[src/rtl/scsi_buf_target.sv]
// SCSI target that executes TEST UNIT READY, READ and WRITE against an external
// 256-byte synchronous buffer, running the REQ/ACK handshake one byte at a time.
module scsi_buf_target #(
  parameter int ID = 3
) (
  input  logic       clk,
  input  logic       reset,
  input  logic       rst,
  input  logic       sel,
  input  logic       atn,
  input  logic       ack,
  input  logic [7:0] din,
  output logic       bsy,
  output logic       msg,
  output logic       cd,
  output logic       io,
  output logic       req,
  output logic [7:0] dout,
  output logic [7:0] buf_addr,
  input  logic [7:0] buf_rdata,
  output logic [7:0] buf_wdata,
  output logic       buf_we
);

  localparam logic [2:0] ID_BIT = 3'(ID);

  localparam logic [2:0] S_IDLE     = 3'd0;
  localparam logic [2:0] S_SELECTED = 3'd1;
  localparam logic [2:0] S_COMMAND  = 3'd2;
  localparam logic [2:0] S_DATA_IN  = 3'd3;
  localparam logic [2:0] S_DATA_OUT = 3'd4;
  localparam logic [2:0] S_STATUS   = 3'd5;
  localparam logic [2:0] S_MSG_IN   = 3'd6;
  localparam logic [2:0] S_RELEASE  = 3'd7;

  // Per-byte handshake steps; PREP gives the buffer a cycle to return read data.
  localparam logic [2:0] HS_PREP = 3'd0;
  localparam logic [2:0] HS_LOAD = 3'd1;
  localparam logic [2:0] HS_PRES = 3'd2;
  localparam logic [2:0] HS_ACK  = 3'd3;
  localparam logic [2:0] HS_NACK = 3'd4;

  logic [2:0] state;
  logic [2:0] hs;
  logic [7:0] byte_cnt;
  logic [7:0] cdb [0:5];
  logic [7:0] status_byte;
  logic       armed;

  logic [7:0] tx_byte;
  logic [2:0] cmd_next;
  logic [7:0] cmd_status;
  logic       last_data;
  logic       atn_unused;

  assign atn_unused = atn;

  // A length byte of zero wraps to 255 here, giving a 256-byte transfer.
  assign last_data = (byte_cnt == cdb[4] - 8'd1);

  always_comb begin
    // NOTE: every combinational output gets a default before the case so no path
    // leaves it unassigned and no latch is inferred.
    {msg, cd, io} = 3'b000;
    case (state)
      S_COMMAND: {msg, cd, io} = 3'b010;
      S_DATA_IN: {msg, cd, io} = 3'b001;
      S_STATUS:  {msg, cd, io} = 3'b011;
      S_MSG_IN:  {msg, cd, io} = 3'b111;
      default:   ;
    endcase
  end

  always_comb begin
    tx_byte = 8'h00;
    case (state)
      S_DATA_IN: tx_byte = buf_rdata;
      S_STATUS:  tx_byte = status_byte;
      default:   ;
    endcase
  end

  always_comb begin
    cmd_next   = S_STATUS;
    cmd_status = 8'h02;
    case (cdb[0])
      8'h00: cmd_status = 8'h00;
      8'h08: begin cmd_next = S_DATA_IN;  cmd_status = 8'h00; end
      8'h0A: begin cmd_next = S_DATA_OUT; cmd_status = 8'h00; end
      default: ;
    endcase
  end

  always_ff @(posedge clk or posedge reset) begin
    if (reset) begin
      state       <= S_IDLE;
      hs          <= HS_PREP;
      byte_cnt    <= 8'h00;
      status_byte <= 8'h00;
      armed       <= 1'b0;
      bsy         <= 1'b0;
      req         <= 1'b0;
      dout        <= 8'h00;
      buf_addr    <= 8'h00;
      buf_wdata   <= 8'h00;
      buf_we      <= 1'b0;
      // NOTE: cdb is six bytes of control state, not a data memory, so it is
      // cleared together with the other registers.
      for (int i = 0; i < 6; i++) cdb[i] <= 8'h00;
    end else if (rst) begin
      state     <= S_IDLE;
      hs        <= HS_PREP;
      byte_cnt  <= 8'h00;
      armed     <= 1'b1;
      bsy       <= 1'b0;
      req       <= 1'b0;
      dout      <= 8'h00;
      buf_addr  <= 8'h00;
      buf_wdata <= 8'h00;
      buf_we    <= 1'b0;
    end else begin
      // NOTE: state updates use non-blocking assignments so every branch sees
      // the register values from before this edge.
      armed  <= 1'b1;
      buf_we <= 1'b0;
      case (state)
        S_IDLE: begin
          // Selection is held off for the first clock after reset release.
          if (armed && sel && din[ID_BIT]) begin
            state <= S_SELECTED;
            bsy   <= 1'b1;
          end
        end
        S_SELECTED: begin
          if (!sel) begin
            state    <= S_COMMAND;
            hs       <= HS_PREP;
            byte_cnt <= 8'h00;
            buf_addr <= 8'h00;
          end
        end
        S_RELEASE: begin
          if (!ack) begin
            state <= S_IDLE;
            bsy   <= 1'b0;
          end
        end
        default: begin
          case (hs)
            HS_PREP: hs <= HS_LOAD;
            HS_LOAD: begin
              dout <= tx_byte;
              hs   <= HS_PRES;
            end
            HS_PRES: begin
              req <= 1'b1;
              hs  <= HS_ACK;
            end
            HS_ACK: begin
              if (ack) begin
                req <= 1'b0;
                hs  <= HS_NACK;
                if (state == S_COMMAND) cdb[byte_cnt[2:0]] <= din;
                if (state == S_DATA_OUT) begin
                  buf_wdata <= din;
                  buf_we    <= 1'b1;
                end
              end
            end
            HS_NACK: begin
              if (!ack) begin
                dout     <= 8'h00;
                hs       <= HS_PREP;
                byte_cnt <= byte_cnt + 8'd1;
                case (state)
                  S_COMMAND: begin
                    if (byte_cnt == 8'd5) begin
                      state       <= cmd_next;
                      status_byte <= cmd_status;
                      byte_cnt    <= 8'h00;
                    end
                  end
                  S_DATA_IN, S_DATA_OUT: begin
                    buf_addr <= buf_addr + 8'd1;
                    if (last_data) begin
                      state    <= S_STATUS;
                      byte_cnt <= 8'h00;
                    end
                  end
                  S_STATUS: state <= S_MSG_IN;
                  default:  state <= S_RELEASE;
                endcase
              end
            end
            default: hs <= HS_PREP;
          endcase
        end
      endcase
    end
  end

endmodule

[config.mk]
export PLATFORM = sky130hd
export DESIGN_NAME = scsi_buf_target
export DESIGN_NICKNAME = d
export VERILOG_FILES = /design/src/rtl/scsi_buf_target.sv
export SDC_FILE = /design/constraint.sdc
export NUM_CORES = 1
export LEC_CHECK = 0
export CAP_MARGIN = 20
export CORE_MARGIN = 2
export CORE_UTILIZATION = 54
export CTS_BUF_LIST = sky130_fd_sc_hd__clkbuf_16
export DETAILED_ROUTE_END_ITERATION = 10
export GPL_TIMING_DRIVEN = 0
export PLACE_DENSITY = 0.8
export REMOVE_ABC_BUFFERS = 1
export SYNTH_ARGS = -nofsm -noshare
export SYNTH_HDL_FRONTEND = slang
export SYNTH_SLANG_ARGS = --single-unit
[constraint.sdc]
create_clock -name clk -period 2.9 [get_ports clk]
set_input_delay 0.58 -clock clk [delete_from_list [all_inputs] [get_ports clk]]
set_output_delay 0.58 -clock clk [all_outputs]
set_load 0.01 [all_outputs]
Yosys cells after proc, flatten, opt, wreduce, memory -nomap -nowiden. Index checks and enable logic that the tools add are counted.

Flip-flop bits (word level): 98. Output and inout bits: 30. Word-level logic and storage cells: 144.

Add/sub/neg operators: 3. Order comparisons: 2. Equality and inequality tests: 28. Multiplexer cells: 59. Bitwise logic cells: 4. Reductions and logical operators: 31.

Operator list (count): $mux W8 (19); $pmux W8 S2 (5); $bwmux W48 (1); $mux W3 (11); $demux W8 S3 (1); $pmux W3 S3 (2); $add A8 B1 Y8 const B (2); $eq A8 B4 Y1 const B (2); $eq A3 B3 Y1 const B (5); $ne A3 B3 Y1 const B (5); $pmux W3 S5 (1); $reduce_bool A3 Y1 (5); $mux W1 (14); $eq A3 B2 Y1 const B (4); $pmux W3 S2 (2); $reduce_and A4 Y1 (3); $reduce_or A3 Y1 (4); $reduce_and A5 Y1 (2); $reduce_and A3 Y1 (3); $eq A8 B3 Y1 const B (1); $eq A8 B8 Y1 (1); $logic_not A8 Y1 (1); $sub A8 B1 Y8 const B (1); $reduce_and A7 Y1 (1); other kinds (20) (31).

Depth between registers and ports, before layout.
Word-level depth: 8. Depth in mapped cells: 8. Gate-level depth less buffers: 8.

Worst setup path after synthesis. No wires, ideal clock.

Path type: register to register. Start point: register cdb[8] (netlist bit). End point: register state[2]. Setup time: 0.136 ns. Arrival: 2.067 ns. Data required time: 2.764 ns. Path slack: 0.697 ns. Cell stages (with the launch flop): 7. Buffers on the path: 0. Cells stage by stage: dfrtp_1 or4_4 o221a_1 a311o_4 o311ai_4 or3_1 a21oi_1.

Longest elaborated chain between the ends: 4.

RTL lines: from (decl) (RTL line 46) `logic [7:0] cdb [0:5];`; from (signal, indexed assignment) (RTL line 163) `if (state == S_COMMAND) cdb[byte_cnt[2:0]] <= din;`; $sub A8 B1 Y8 (RTL line 59) `assign last_data = (byte_cnt == cdb[4] - 8'd1);`; $eq A8 B8 Y1 (RTL line 59); $ne A6 B3 Y1 (no source line); $reduce_and A7 Y1 (no source line); to (signal assigned) (RTL line 178) `state <= cmd_next;`; to (decl) (RTL line 43) `logic [2:0] state;`.

Every way passes these cells. A chain may end at the register's enable or synchronous reset.

Final worst setup path.
Start point: input port ack. End point: register byte_cnt[6].

Longest elaborated chain between the ends: 2.

RTL lines: from (decl) (RTL line 11) `input logic ack,`; $ne A3 B2 Y1 (no source line); $reduce_and A4 Y1 (no source line); to (signal assigned) (RTL line 174) `byte_cnt <= byte_cnt + 8'd1;`; to (decl) (RTL line 45) `logic [7:0] byte_cnt;`.

Every way passes these cells.

==> metrics.txt <==
total power=2.74 mW; largest net degree at the start of global routing=38; gr ovfl total=0; EDFF count, synth=0; fraction of registers with async set/reset=100%; CTS Root Cell=clkbuf_16; HP Start=dout[4]$_DFFE_PP0P_; Routed Antenna Nets=0; cells after synthesis=337; Core Region=5850 sq um; Final period util=94.0%; GRT Resource Usage Total=25.1%; Adder-Cell Fraction of Synth Area=1.55%; Worst slew margin=26.5%; clock-pin slew on the worst setup and hold paths=50 ps; first-pass GRT wire length=12,600 um; min cycle time layout=2730 ps; Hold Path Depth=2; post-synthesis mux area share=5.58%; static leakage power=1.71 nW; sequential-to-total area share from yosys stat=45.7%; Area Growth Syn to Fin=28.3%; CP Class=in2reg; RePlAce Congestion=0.874; most frequent cells after synthesis=59 x dfrtp_1, 35 x nand2_1, 24 x nor2_1; CTS H-Tree Depth=3; Ports=52; Vias per Instance=5.89; Critical Path End Type=flop; Critical Path End=byte_cnt[6]$_DFFE_PP0P_; Synth cell types=61; measured slew at the worst slew-check pin=1100 ps; DR vias=2,744; fin nets=412; Crit-path slowest cell=nor4b_2; largest cells by area after synthesis=dfrtp_1 46%, mux2_2 5.6%, nand2_1 4.1%, o21ai_0 3.4%, a21oi_1 3.1%; I/O Buffers=50; Post-synth top flop=dfrtp_1; DRT iter0 DRCs=225; HP Class=reg2reg; CTS sink cnt=59; leading area contributor after synthesis=dfrtp_1; Syn Std Cell Area=3230 sq um; Placed Area=3780 sq um; diode count=0; VDD IR-drop max=483 uV; Post-Synth Simple-Gate Area=21.4%; FP Rows=28; share of post-route cells with drive strength above 1=13.0%; Die Ht=81.3 um; DRC=0; Skew-Pair Late Insertion Delay=330 ps; Final setup viols=0; Syn. warnings=0; Detail Placement HPWL=5400 um; total wire length=7660 um; reg2reg end=byte_cnt[2]$_DFFE_PP0P_; crit-path cells=clkdlybuf4s50_1 > nor4b_2 > o22ai_1 > a211oi_4 > buf_12 > nand3b_1 > a31oi_1; largest family of logic cells by synthesized area=simple AND/OR/NAND/NOR gates; post-synth top area share=45.7%; Die Area=6610 sq um; final core occ=70.8%; Critical Path RT=3150 ps; Seq cells post-synth=59; drt first pass iters=4; DR WL/cell=16.4 um; Worst R2R Setup Slack=260 ps; post-synthesis compound-gate area fraction=19.3%; CTS tree=yes; PwrDens=663 nW/um^2; initial core utilization=55.2%; initial antenna violation count=0; R2R cell count=7; Worst Setup SP=ack; FMAX=367 MHz; max cap viols=0; RSZ-0062 raised after global routing=false; crit-path max cell delay=570 ps; die width=81.3 um; most common cell in the netlist=dfrtp_1; Max Slew Vio Count=0; Hold-fix buffers, CTS=0; vias in the first global route=2,702; Mean Syn Cell Area=9.58 sq um; final instance area=4140 sq um; Worst setup SP type=input pin; Total Neg Setup Slack=0 ps; Final Hold Viols=0; Synth Area in XOR/XNOR=3.26%; TritonCTS Buffers=9; Max clock buf depth=2; Fin Hold WS=488 ps; CP max FO=12; R2R Path Start=state[0]$_DFFE_PP0P_; worst clock skew=7.18 ps; status=finished, final reports clean; arrival time at the worst endpoint=2970 ps
-- per-stage QoR --
stage          instances  setup slack (ps)
4_1_cts              465               121
3_3_place_gp         447              -502
6_report             466               175
5_1_grt              466              42.0
2_1_floorplan        322               430
3_5_place_dp         449              -562
-- metal layers --
metal	GRT usage, %	up-vias	wire length (um)
li1	-	1339	-
met1	31.8	1315	3300
met2	40.9	75	3740
met3	5.67	15	438
met4	11.4	0	175
met5	0	-	0
-- placed cells by master, fill, tap and decap left out, drive strengths merged, types with 4 or more instances in the layout --
cell,n
nand3b,5
inv,10
clkdlybuf4s50,49
clkbuf,9
a21oi,20
nand3,16
nand2,35
nor4,4
dfrtp,59
a31oi,15
nor3,10
ha,4
nand2b,5
and3,6
mux2,16
nand4,4
o21ai,31
nor2,25
xnor2,10
-- cells by family after synthesis --
| family | Yosys count |
|---|---|
| and+or+nand+nor | 128 |
| adders and majority gates | 4 |
| other | 1 |
| buffers and inverters | 24 |
| AOI/OAI and AO/OA | 93 |
| DFF | 59 |
| muxes | 16 |
| xor gates and xnor gates | 12 |
-- cell type report --
cell class / instances / area, sq um
Clock buffer: 9 / 225
Clock inverter: 7 / 108
Fill cell: 445 / 1710
Inverter: 9 / 33.8
Multi-Input combinational cell: 254 / 1660
Sequential cell: 59 / 1480
Tap cell: 75 / 93.8
Timing Repair Buffer: 53 / 544
-- flip-flops by register name (all words and copies together) (netlist names) --
name / count
cdb: 16
buf_addr: 8
buf_wdata: 8
byte_cnt: 8
dout: 8
hs: 3
state: 3
armed: 1
bsy: 1
buf_we: 1
req: 1
status_byte: 1
-- where the power goes --
| group | internal [mW] | switching (mW) | leakage (nW) | total (mW) |
|---|---|---|---|---|
| Combinational | 0.228 | 0.316 | 0.726 | 0.545 |
| Sequential | 0.878 | 0.133 | 0.811 | 1.01 |
| Clock | 0.828 | 0.359 | 0.168 | 1.19 |
| Total | 1.93 | 0.809 | 1.71 | 2.74 |
-- worst min path at each step --
| stage | end | slack (ps) |
|---|---|---|
| floorplan | status_byte[1]$_DFFE_PP0P_ | 480 |
| global route | dout[6]$_DFFE_PP0P_ | 500 |
| CTS | dout[0]$_DFFE_PP0P_ | 490 |
| global placement | dout[3]$_DFFE_PP0P_ | 460 |
| finish | dout[4]$_DFFE_PP0P_ | 490 |
| detailed placement | dout[0]$_DFFE_PP0P_ | 480 |
-- timing repair --
action                                  in CTS  in global routing
gates cloned                                 0                  0
buffers inserted                             0                  1
endpoints found under the setup margin       8                 16
gates resized for setup                      2                  1
pin swaps                                    0                  1
-- worst max-delay path, delay by kind of cell --
family / cells / cell delay [ps]
AND/OR/NAND/NOR: 2 / 650
buffers and inverters: 2 / 690
AO/OA/AOI/OAI: 3 / 1050
No activity file was read; power rests on OpenSTA's default activity.
